**src/rtl/snake_game_ctrl_if.sv**
```systemverilog
// Signal bundle between the collision classifier / game logic and snake_game_ctrl.
// The slave modport is the controller's view; master is the environment's view.
interface snake_game_ctrl_if #(
    parameter int LEN_W = 5
);
    logic [1:0]       collision_state_i;
    logic             frame_end_i;
    logic             start_i;
    logic             move_tick_o;
    logic             grow_o;
    logic             apple_respawn_o;
    logic             running_o;
    logic             game_over_o;
    logic [LEN_W-1:0] snake_len_o;
    logic [7:0]       score_o;

    modport slave (
        input  collision_state_i, frame_end_i, start_i,
        output move_tick_o, grow_o, apple_respawn_o, running_o, game_over_o,
               snake_len_o, score_o
    );

    modport master (
        output collision_state_i, frame_end_i, start_i,
        input  move_tick_o, grow_o, apple_respawn_o, running_o, game_over_o,
               snake_len_o, score_o
    );
endinterface

```
**src/rtl/snake_game_ctrl.sv**
```systemverilog
// Frame-level snake game controller: folds per-pixel collision codes into per-frame
// hit/apple decisions and drives the game FSM, move tick, length and BCD score.
module snake_game_ctrl #(
    parameter int START_LEN       = 3,
    parameter int MAX_LEN         = 16,
    parameter int LEN_W           = 5,
    parameter int FRAMES_PER_MOVE = 8,
    parameter int FCNT_W          = 4
) (
    input  logic                   clk,
    input  logic                   rst_n,
    snake_game_ctrl_if.slave       bus
);

    typedef enum logic [1:0] {
        ST_IDLE = 2'd0,
        ST_RUN  = 2'd1,
        ST_OVER = 2'd2
    } state_e;

    // BCD increment that saturates at 99
    function automatic logic [7:0] bcd_inc(input logic [7:0] v);
        logic [7:0] r;
        if (v == 8'h99) begin
            r = v;
        end else if (v[3:0] == 4'd9) begin
            r = {v[7:4] + 4'd1, 4'd0};
        end else begin
            r = {v[7:4], v[3:0] + 4'd1};
        end
        return r;
    endfunction

    state_e            state_q, state_d;
    logic [LEN_W-1:0]  len_q, len_d;
    logic [7:0]        score_q, score_d;
    logic [FCNT_W-1:0] fcnt_q, fcnt_d;
    logic              hit_q, hit_d;
    logic              apple_q, apple_d;
    logic              move_q, move_d;
    logic              grow_q, grow_d;
    logic              resp_q, resp_d;
    logic              running_q, running_d;
    logic              over_q, over_d;
    logic              hit_now_s, apple_now_s, hit_eff_s, apple_eff_s;

    // Next-state, counters and pulse generation
    always_comb begin
        state_d     = state_q;
        len_d       = len_q;
        score_d     = score_q;
        fcnt_d      = fcnt_q;
        hit_d       = hit_q;
        apple_d     = apple_q;
        move_d      = 1'b0;
        grow_d      = 1'b0;
        resp_d      = 1'b0;
        hit_now_s   = (bus.collision_state_i == 2'b01);
        apple_now_s = (bus.collision_state_i == 2'b10);
        hit_eff_s   = hit_q | hit_now_s;
        apple_eff_s = apple_q | apple_now_s;

        case (state_q)
            ST_IDLE, ST_OVER: begin
                if (bus.start_i) begin
                    state_d = ST_RUN;
                    resp_d  = 1'b1;
                    len_d   = LEN_W'(START_LEN);
                    score_d = 8'h00;
                    fcnt_d  = '0;
                    hit_d   = 1'b0;
                    apple_d = 1'b0;
                end else begin
                    state_d = state_q;
                end
            end
            ST_RUN: begin
                if (bus.frame_end_i) begin
                    // The frame_end cycle's own code belongs to the frame that is ending
                    hit_d   = 1'b0;
                    apple_d = 1'b0;
                    if (hit_eff_s) begin
                        state_d = ST_OVER;
                    end else begin
                        if (apple_eff_s) begin
                            grow_d  = 1'b1;
                            resp_d  = 1'b1;
                            score_d = bcd_inc(score_q);
                            if (len_q < LEN_W'(MAX_LEN)) begin
                                len_d = len_q + LEN_W'(1);
                            end else begin
                                len_d = len_q;
                            end
                        end else begin
                            grow_d = 1'b0;
                        end
                        if (fcnt_q == FCNT_W'(FRAMES_PER_MOVE - 1)) begin
                            move_d = 1'b1;
                            fcnt_d = '0;
                        end else begin
                            fcnt_d = fcnt_q + FCNT_W'(1);
                        end
                    end
                end else begin
                    hit_d   = hit_eff_s;
                    apple_d = apple_eff_s;
                end
            end
            default: begin
                state_d = ST_IDLE;
                hit_d   = 1'b0;
                apple_d = 1'b0;
            end
        endcase

        running_d = (state_d == ST_RUN);
        over_d    = (state_d == ST_OVER);
    end

    // State and output registers
    always_ff @(posedge clk or negedge rst_n) begin
        if (!rst_n) begin
            state_q   <= ST_IDLE;
            len_q     <= LEN_W'(START_LEN);
            score_q   <= 8'h00;
            fcnt_q    <= '0;
            hit_q     <= 1'b0;
            apple_q   <= 1'b0;
            move_q    <= 1'b0;
            grow_q    <= 1'b0;
            resp_q    <= 1'b0;
            running_q <= 1'b0;
            over_q    <= 1'b0;
        end else begin
            state_q   <= state_d;
            len_q     <= len_d;
            score_q   <= score_d;
            fcnt_q    <= fcnt_d;
            hit_q     <= hit_d;
            apple_q   <= apple_d;
            move_q    <= move_d;
            grow_q    <= grow_d;
            resp_q    <= resp_d;
            running_q <= running_d;
            over_q    <= over_d;
        end
    end

    assign bus.move_tick_o     = move_q;
    assign bus.grow_o          = grow_q;
    assign bus.apple_respawn_o = resp_q;
    assign bus.running_o       = running_q;
    assign bus.game_over_o     = over_q;
    assign bus.snake_len_o     = len_q;
    assign bus.score_o         = score_q;

endmodule

```
**src/flat_wrapper.sv**
```systemverilog
// flat-port wrapper written by rule: the top's interface ports become plain ports
module snake_game_ctrl_flat 
#(
    parameter int START_LEN       = 3,
    parameter int MAX_LEN         = 16,
    parameter int LEN_W           = 5,
    parameter int FRAMES_PER_MOVE = 8,
    parameter int FCNT_W          = 4
)
  (clk, rst_n, bus_collision_state_i, bus_frame_end_i, bus_start_i, bus_move_tick_o, bus_grow_o, bus_apple_respawn_o, bus_running_o, bus_game_over_o, bus_snake_len_o, bus_score_o);
  snake_game_ctrl_if #(.LEN_W(LEN_W)) bus_i ();
  input  logic clk;
  input  logic rst_n;
  input wire logic [$bits(bus_i.collision_state_i)-1:0] bus_collision_state_i;
  input wire logic [$bits(bus_i.frame_end_i)-1:0] bus_frame_end_i;
  input wire logic [$bits(bus_i.start_i)-1:0] bus_start_i;
  output wire logic [$bits(bus_i.move_tick_o)-1:0] bus_move_tick_o;
  output wire logic [$bits(bus_i.grow_o)-1:0] bus_grow_o;
  output wire logic [$bits(bus_i.apple_respawn_o)-1:0] bus_apple_respawn_o;
  output wire logic [$bits(bus_i.running_o)-1:0] bus_running_o;
  output wire logic [$bits(bus_i.game_over_o)-1:0] bus_game_over_o;
  output wire logic [$bits(bus_i.snake_len_o)-1:0] bus_snake_len_o;
  output wire logic [$bits(bus_i.score_o)-1:0] bus_score_o;
  assign bus_i.collision_state_i = bus_collision_state_i;
  assign bus_i.frame_end_i = bus_frame_end_i;
  assign bus_i.start_i = bus_start_i;
  assign bus_move_tick_o = bus_i.move_tick_o;
  assign bus_grow_o = bus_i.grow_o;
  assign bus_apple_respawn_o = bus_i.apple_respawn_o;
  assign bus_running_o = bus_i.running_o;
  assign bus_game_over_o = bus_i.game_over_o;
  assign bus_snake_len_o = bus_i.snake_len_o;
  assign bus_score_o = bus_i.score_o;
  snake_game_ctrl #(.START_LEN(START_LEN), .MAX_LEN(MAX_LEN), .LEN_W(LEN_W), .FRAMES_PER_MOVE(FRAMES_PER_MOVE), .FCNT_W(FCNT_W)) u_core (.clk(clk), .rst_n(rst_n), .bus(bus_i));
endmodule
```
**config.mk**
```make
export PLATFORM = sky130hd
export DESIGN_NAME = snake_game_ctrl_flat
export DESIGN_NICKNAME = d
export VERILOG_FILES = /design/src/rtl/snake_game_ctrl_if.sv /design/src/rtl/snake_game_ctrl.sv /design/src/flat_wrapper.sv
export SDC_FILE = /design/constraint.sdc
export NUM_CORES = 1
export LEC_CHECK = 0
export CAP_MARGIN = 20
export CORE_MARGIN = 2
export CORE_UTILIZATION = 31
export CTS_CLUSTER_SIZE = 30
export DETAILED_ROUTE_END_ITERATION = 10
export GPL_TIMING_DRIVEN = 0
export SETUP_SLACK_MARGIN = 0.5
export SYNTH_ARGS = -nofsm -noshare
export SYNTH_HDL_FRONTEND = slang
export SYNTH_SLANG_ARGS = --single-unit
```
**constraint.sdc**
```tcl
create_clock -name clk -period 2.4 [get_ports clk]
set_input_delay 0.36 -clock clk [delete_from_list [all_inputs] [get_ports clk]]
set_output_delay 0.36 -clock clk [all_outputs]
set_load 0.02 [all_outputs]
```
==> After elaboration in Yosys (flattened, before gate mapping) <==
Index checks and enable logic that the tools add are counted.
{ "totals": {"regBits": 26, "input_bits": 6, "out_inout_bits": 18, "word_cells": 79} }
{ "op_classes": {"addsub": 4, "n_lt_le_gt_ge": 1, "n_eq_ne": 16, "mux": 37, "bitwise": 2, "n_reduce_logical": 7} }
{ "op_table": {"columns": ["operator", "n"], "rows": [
  ["$mux 8", 6],
  ["$mux 5", 5],
  ["$mux 4", 4],
  ["$pmux 8 s2", 1],
  ["$add 4x1->4 const B", 3],
  ["$mux 1", 12],
  ["$reduce_and 6->1", 2],
  ["$pmux 5 s2", 1],
  ["$eq 8x8->1 const B", 1],
  ["$ne 2x2->1 const B", 4],
  ["$pmux 4 s2", 1],
  ["$reduce_and 7->1", 1],
  ["$eq 2x1->1 const B", 3],
  ["$eq 2x2->1 const B", 3],
  ["$mux 2", 3],
  ["$ne 2x1->1 const B", 3],
  ["$pmux 1 s2", 3],
  ["$add 5x1->5 const B", 1],
  ["$lt 5x5->1 const B", 1],
  ["$eq 4x3->1 const B", 1],
  ["$eq 4x4->1 const B", 1],
  ["$pmux 2 s2", 1],
  ["$reduce_and 4->1", 1],
  ["$logic_not 2->1", 1],
  ["other kinds (3)", 4]
]} }

==> Logic depth before layout (Yosys ltp) <==
{ "depth": {"word_depth": 7, "mapped_depth": 6, "ltp_nobuf": 6} }

==> Worst setup path before layout <==
No wires, ideal clock.
{ "synth_path": {"path_kind": "register to register", "startpoint": "register u_core.score_q[1] (netlist: u_core.bus.score_o[1])", "endpoint": "register u_core.score_q[5] (netlist: u_core.bus.score_o[5])", "setup_time_ns": 0.082, "arrival_time_ns": 1.586, "t_required_ns": 2.318, "setup_slack_ns": 0.732, "stages_incl_launch_ff": 7, "path_buffers": 0, "period_less_slack_ns": 1.668, "path_cell_list": "dfrtp_1 inv_1 ha_1 and3b_1 o211ai_1 or4_1 o22ai_1"} }
{ "synth_between": {"elab_chain_len": 3, "word_cells_on_any_way": 5, "cone_classes": "4 x eq/ne; 1 x reduce/logical"} }
{ "synth_rtl": {"columns": ["element", "line", "rtl"], "rows": [
  ["start: declaration", "snake_game_ctrl.sv:36", "logic [7:0] score_q, score_d;"],
  ["start signal: assignment", "snake_game_ctrl.sv:137", "score_q <= score_d;"],
  ["$eq 8x8->1 or $eq 4x4->1 (tied branches)", "snake_game_ctrl.sv:24, snake_game_ctrl.sv:26", null],
  ["$ne 2x2->1 (no source line) or $ne 2x1->1 (tied branches)", null, null],
  ["$reduce_and 7->1 (no source line) *", null, null]
]} }
Mark *: on every way between the ends. The rest lies on a longest branch, timed or not.
A chain may end at the register's enable or synchronous reset.

==> Worst setup path in the final report <==
{ "layout_path": {"startpoint": "input port bus_collision_state_i[1]", "endpoint": "register u_core.len_q[4] (netlist: u_core.bus.snake_len_o[4])"} }
{ "layout_between": {"elab_chain_len": 4, "word_cells_on_any_way": 7, "cone_classes": "4 x eq/ne; 2 x bitwise; 1 x reduce/logical"} }
{ "layout_rtl": {"columns": ["element", "line", "rtl"], "rows": [
  ["start: declaration", "flat_wrapper.sv:14", "input wire logic [$bits(bus_i.collision_state_i)-1:0] bus_collision_state_i;"],
  ["$eq 2x2->1 or $eq 2x1->1 (tied branches)", "snake_game_ctrl.sv:59, snake_game_ctrl.sv:58", null],
  ["$or 1x1->1 (on tied branches)", "snake_game_ctrl.sv:61, snake_game_ctrl.sv:60", null],
  ["$ne 2x1->1 (no source line) or $ne 2x2->1 (tied branches)", null, null],
  ["$reduce_and 6->1 (no source line) *", null, null],
  ["end signal: assignment", "snake_game_ctrl.sv:124", "len_q <= LEN_W'(START_LEN);"],
  ["end signal: assignment", "snake_game_ctrl.sv:136", "len_q <= len_d;"],
  ["end: declaration", "snake_game_ctrl.sv:35", "logic [LEN_W-1:0] len_q, len_d;"]
]} }
Marked as above.

==> impl_results.md <==
- Outcome: finished, final reports clean
- Final worst path period need: 1.82 ns
- Net count after synthesis: around 150
- TritonCTS Buffers: 3
- Clock Latency Late Sink: about 0.27 ns
- Setup bufs post-CTS: 0
- Synth Register Bits: 26
- Root cell of the clock tree: clkbuf_8
- Top cell type's share of synthesized area: 44.2%
- Die area: 4930 um^2
- Netlist Area Pre-Place: around 1400 um^2
- Overall routed net length: just over 3 mm
- Standard-cell row count: 24
- Grt ovf: 0
- Core area: 4290 um^2
- Vias in the first global route: 1142
- Commonest non-fill, non-tap cell in the layout: dfrtp_1
- Library cells used by synthesis: 40
- Top cells by area, synth: dfrtp_1, ha_1, o21ai_0, dfstp_2, nand2_1
- Setup-failing EPs final: 0
- DRC viols: 0
- CP max FO: 6
- RSZ-0062 raised after global routing: yes
- Clk_skew: roughly 0.0098 ns
- Synth Instances: approximately 140
- Gpl congestion: roughly 0.8
- Chip Width: around 70 um
- Worst path arrival time: around 2.0 ns
- Leak pwr: between 0.7 and 0.8 nW
- Starting density of the core: 31.7%
- Final Hold Fails: 0
- Pwr Total: between 1.5 and 2 mW
- Ys Warns: 0
- Max Cap Viol: 0
- Initial antenna violation count: 0
- CTS tree: done
- Post-route setup slack: between 0.5 and 0.6 ns
- Largest net degree at the start of global routing: 15
- Area grow syn2layout: 27.5%
- First-pass GRT wire length: 5.33 mm
- Sequential fraction of the synthesis area: roughly half
- Most frequent cells in the layout: dfrtp_1, clkdlybuf4s50_1, o21ai_0
- Peak VDD IR: about 440 uV
- Slew Viols, Final: 0
- Switching share of power: just under 40%
- Total negative setup slack: 0 ns
- Final ANT Viol Nets: 0
- Ys flop type: dfrtp_1
- Crit. End Element: flip-flop
- First-pass DRT Iterations: 4
- CTS H-Tree Depth: 1
- Dominant cell type by area after synthesis: dfrtp_1
- Period utilisation layout: roughly 76%
- HPWL after DPL: roughly 2.3 mm
- Pre-CTS WS: approximately 0.30 ns
- Crit path required time: between 2 and 3 ns
- # clock sinks: 26
- CTS resizes: 0
- Per-cell routed wire length: roughly 14 um
- Flop pwr share: a little under 40%
- Worst Reg-to-Reg Cells: 6
- # nets final: around 180
- Relative max-transition margin: approximately 55%
- Area after DPL: ~1700 um^2
- PD cells: between 900 and 1000 nW/um^2
- Initial DRC count: 37
- Number of enable flip-flop cells after synthesis: 0
- Vias: roughly 1100
- Post-layout instance area: 1730 um^2
- Share of cells above drive strength 1: a little over a tenth
- Via-per-instance ratio: approximately 5.3
- WS Path Type: in -> reg
- Gate power share: between 40 and 50%
- P_sw: about 0.69 mW
- Die Ht: ~70 um
- Pint: around 1.0 mW
- Clock slew at reported path FFs: about 0.09 ns
- Achievable frequency: 549 MHz
- CTS Hold Buffers Added: 0
- Mean instance size in the synthesized netlist: roughly 10 um^2
- Hold crit path type: in -> async
- Worst slew pin tran: 0.667 ns
- CTS Buffer Depth: 2
- Ys async rst share: 100%
- Io pins: 24
- Antenna diodes: 0
- Clock power share: 16.0%
- GRT Total Usage: between 10% and 20%
- IO buf count: 23
- Crit path launch type: input port
[synth_stat cells (2+ instances only)]
master,count
a31oi_1,2
or3_1,2
or4_1,2
nand2b_1,5
inv_1,8
nor3_1,5
o211ai_1,4
dfrtp_1,24
and2_1,2
a21oi_1,6
a211o_1,2
o21ai_0,12
nand2_1,10
ha_1,6
nor2b_1,2
buf_2,2
dfstp_2,2
nand3_1,7
nor2_1,7
mux2_2,2
o22ai_1,3
nand3b_1,2
[state kept, by name, summed over array words and instances (netlist names)]
signal	flops
u_core.bus.score_o	8
u_core.bus.snake_len_o	5
u_core.fcnt_q	4
u_core.state_q	2
u_core.apple_q	1
u_core.bus.apple_respawn_o	1
u_core.bus.game_over_o	1
u_core.bus.grow_o	1
u_core.bus.move_tick_o	1
u_core.bus.running_o	1
u_core.hit_q	1
[critical path, cell delays in order]
cell	delay, ns
clkdlybuf4s50_1	0.55
nand2b_1	0.20
a2111oi_4	0.57
a41o_1	0.23
and2_1	0.12
[cells by family after synthesis]
logic type / after synthesis / share of synthesized area (%)
mux: 3 / 2.39
compound gates: 40 / 20.8
fa+ha+maj: 6 / 5.52
flops: 26 / 48.0
buf+inv: 11 / 3.22
simple gates: 49 / 20.1
[worst paths after layout]
| path | startpoint | end | slack, ns |
|---|---|---|---|
| max | bus_collision_state_i[1] | u_core.bus.snake_len_o[4] | 0.58 |
| min | rst_n | u_core.bus.score_o[3] | 0.49 |
| max reg2reg | u_core.bus.score_o[1] | u_core.bus.score_o[5] | 0.69 |
| min reg2reg | u_core.fcnt_q[3] | u_core.bus.move_tick_o | 0.51 |
| max in group asynchronous | rst_n | u_core.bus.snake_len_o[1] | 1.30 |
| min in group clk | u_core.fcnt_q[3] | u_core.bus.move_tick_o | 0.51 |
[stage by stage]
step                utilization, %  std cells  hold WS (ns)
floorplan                        -        135        0.0644
global placement              38.5        210         0.463
detailed placement            38.9        211         0.480
CTS                           40.2        215         0.493
global route                  40.4        215         0.529
finish                        40.4        215         0.486
[area by class of cell]
type / instances / area (um^2)
Fill cell: 419 / 2560
Multi-Input combinational cell: 98 / 669
Sequential cell: 26 / 653
Timing Repair Buffer: 24 / 248
Tap cell: 52 / 65.1
Clock buffer: 4 / 55.1
Inverter: 8 / 30.0
Buffer: 3 / 13.8
[metal layers]
metal	vias up	wire length, um	share of wire [%]	track usage, %
li1	554	-	-	-
met1	559	1460	48	17.5
met2	25	1430	47	22.6
met3	4	95	3.1	2.02
met4	0	38	1.3	3.85
met5	-	0	0	0
[power by group through the flow]
stage	logic, mW	registers [mW]	clock network, mW
6_report	0.789	0.667	0.278
5_1_grt	0.878	0.689	0.313
4_1_cts	0.795	0.668	0.294
3_5_place_dp	0.792	0.675	0
3_3_place_gp	0.777	0.668	0
2_1_floorplan	0.427	0.746	0
No activity file was read; power rests on OpenSTA's default activity.
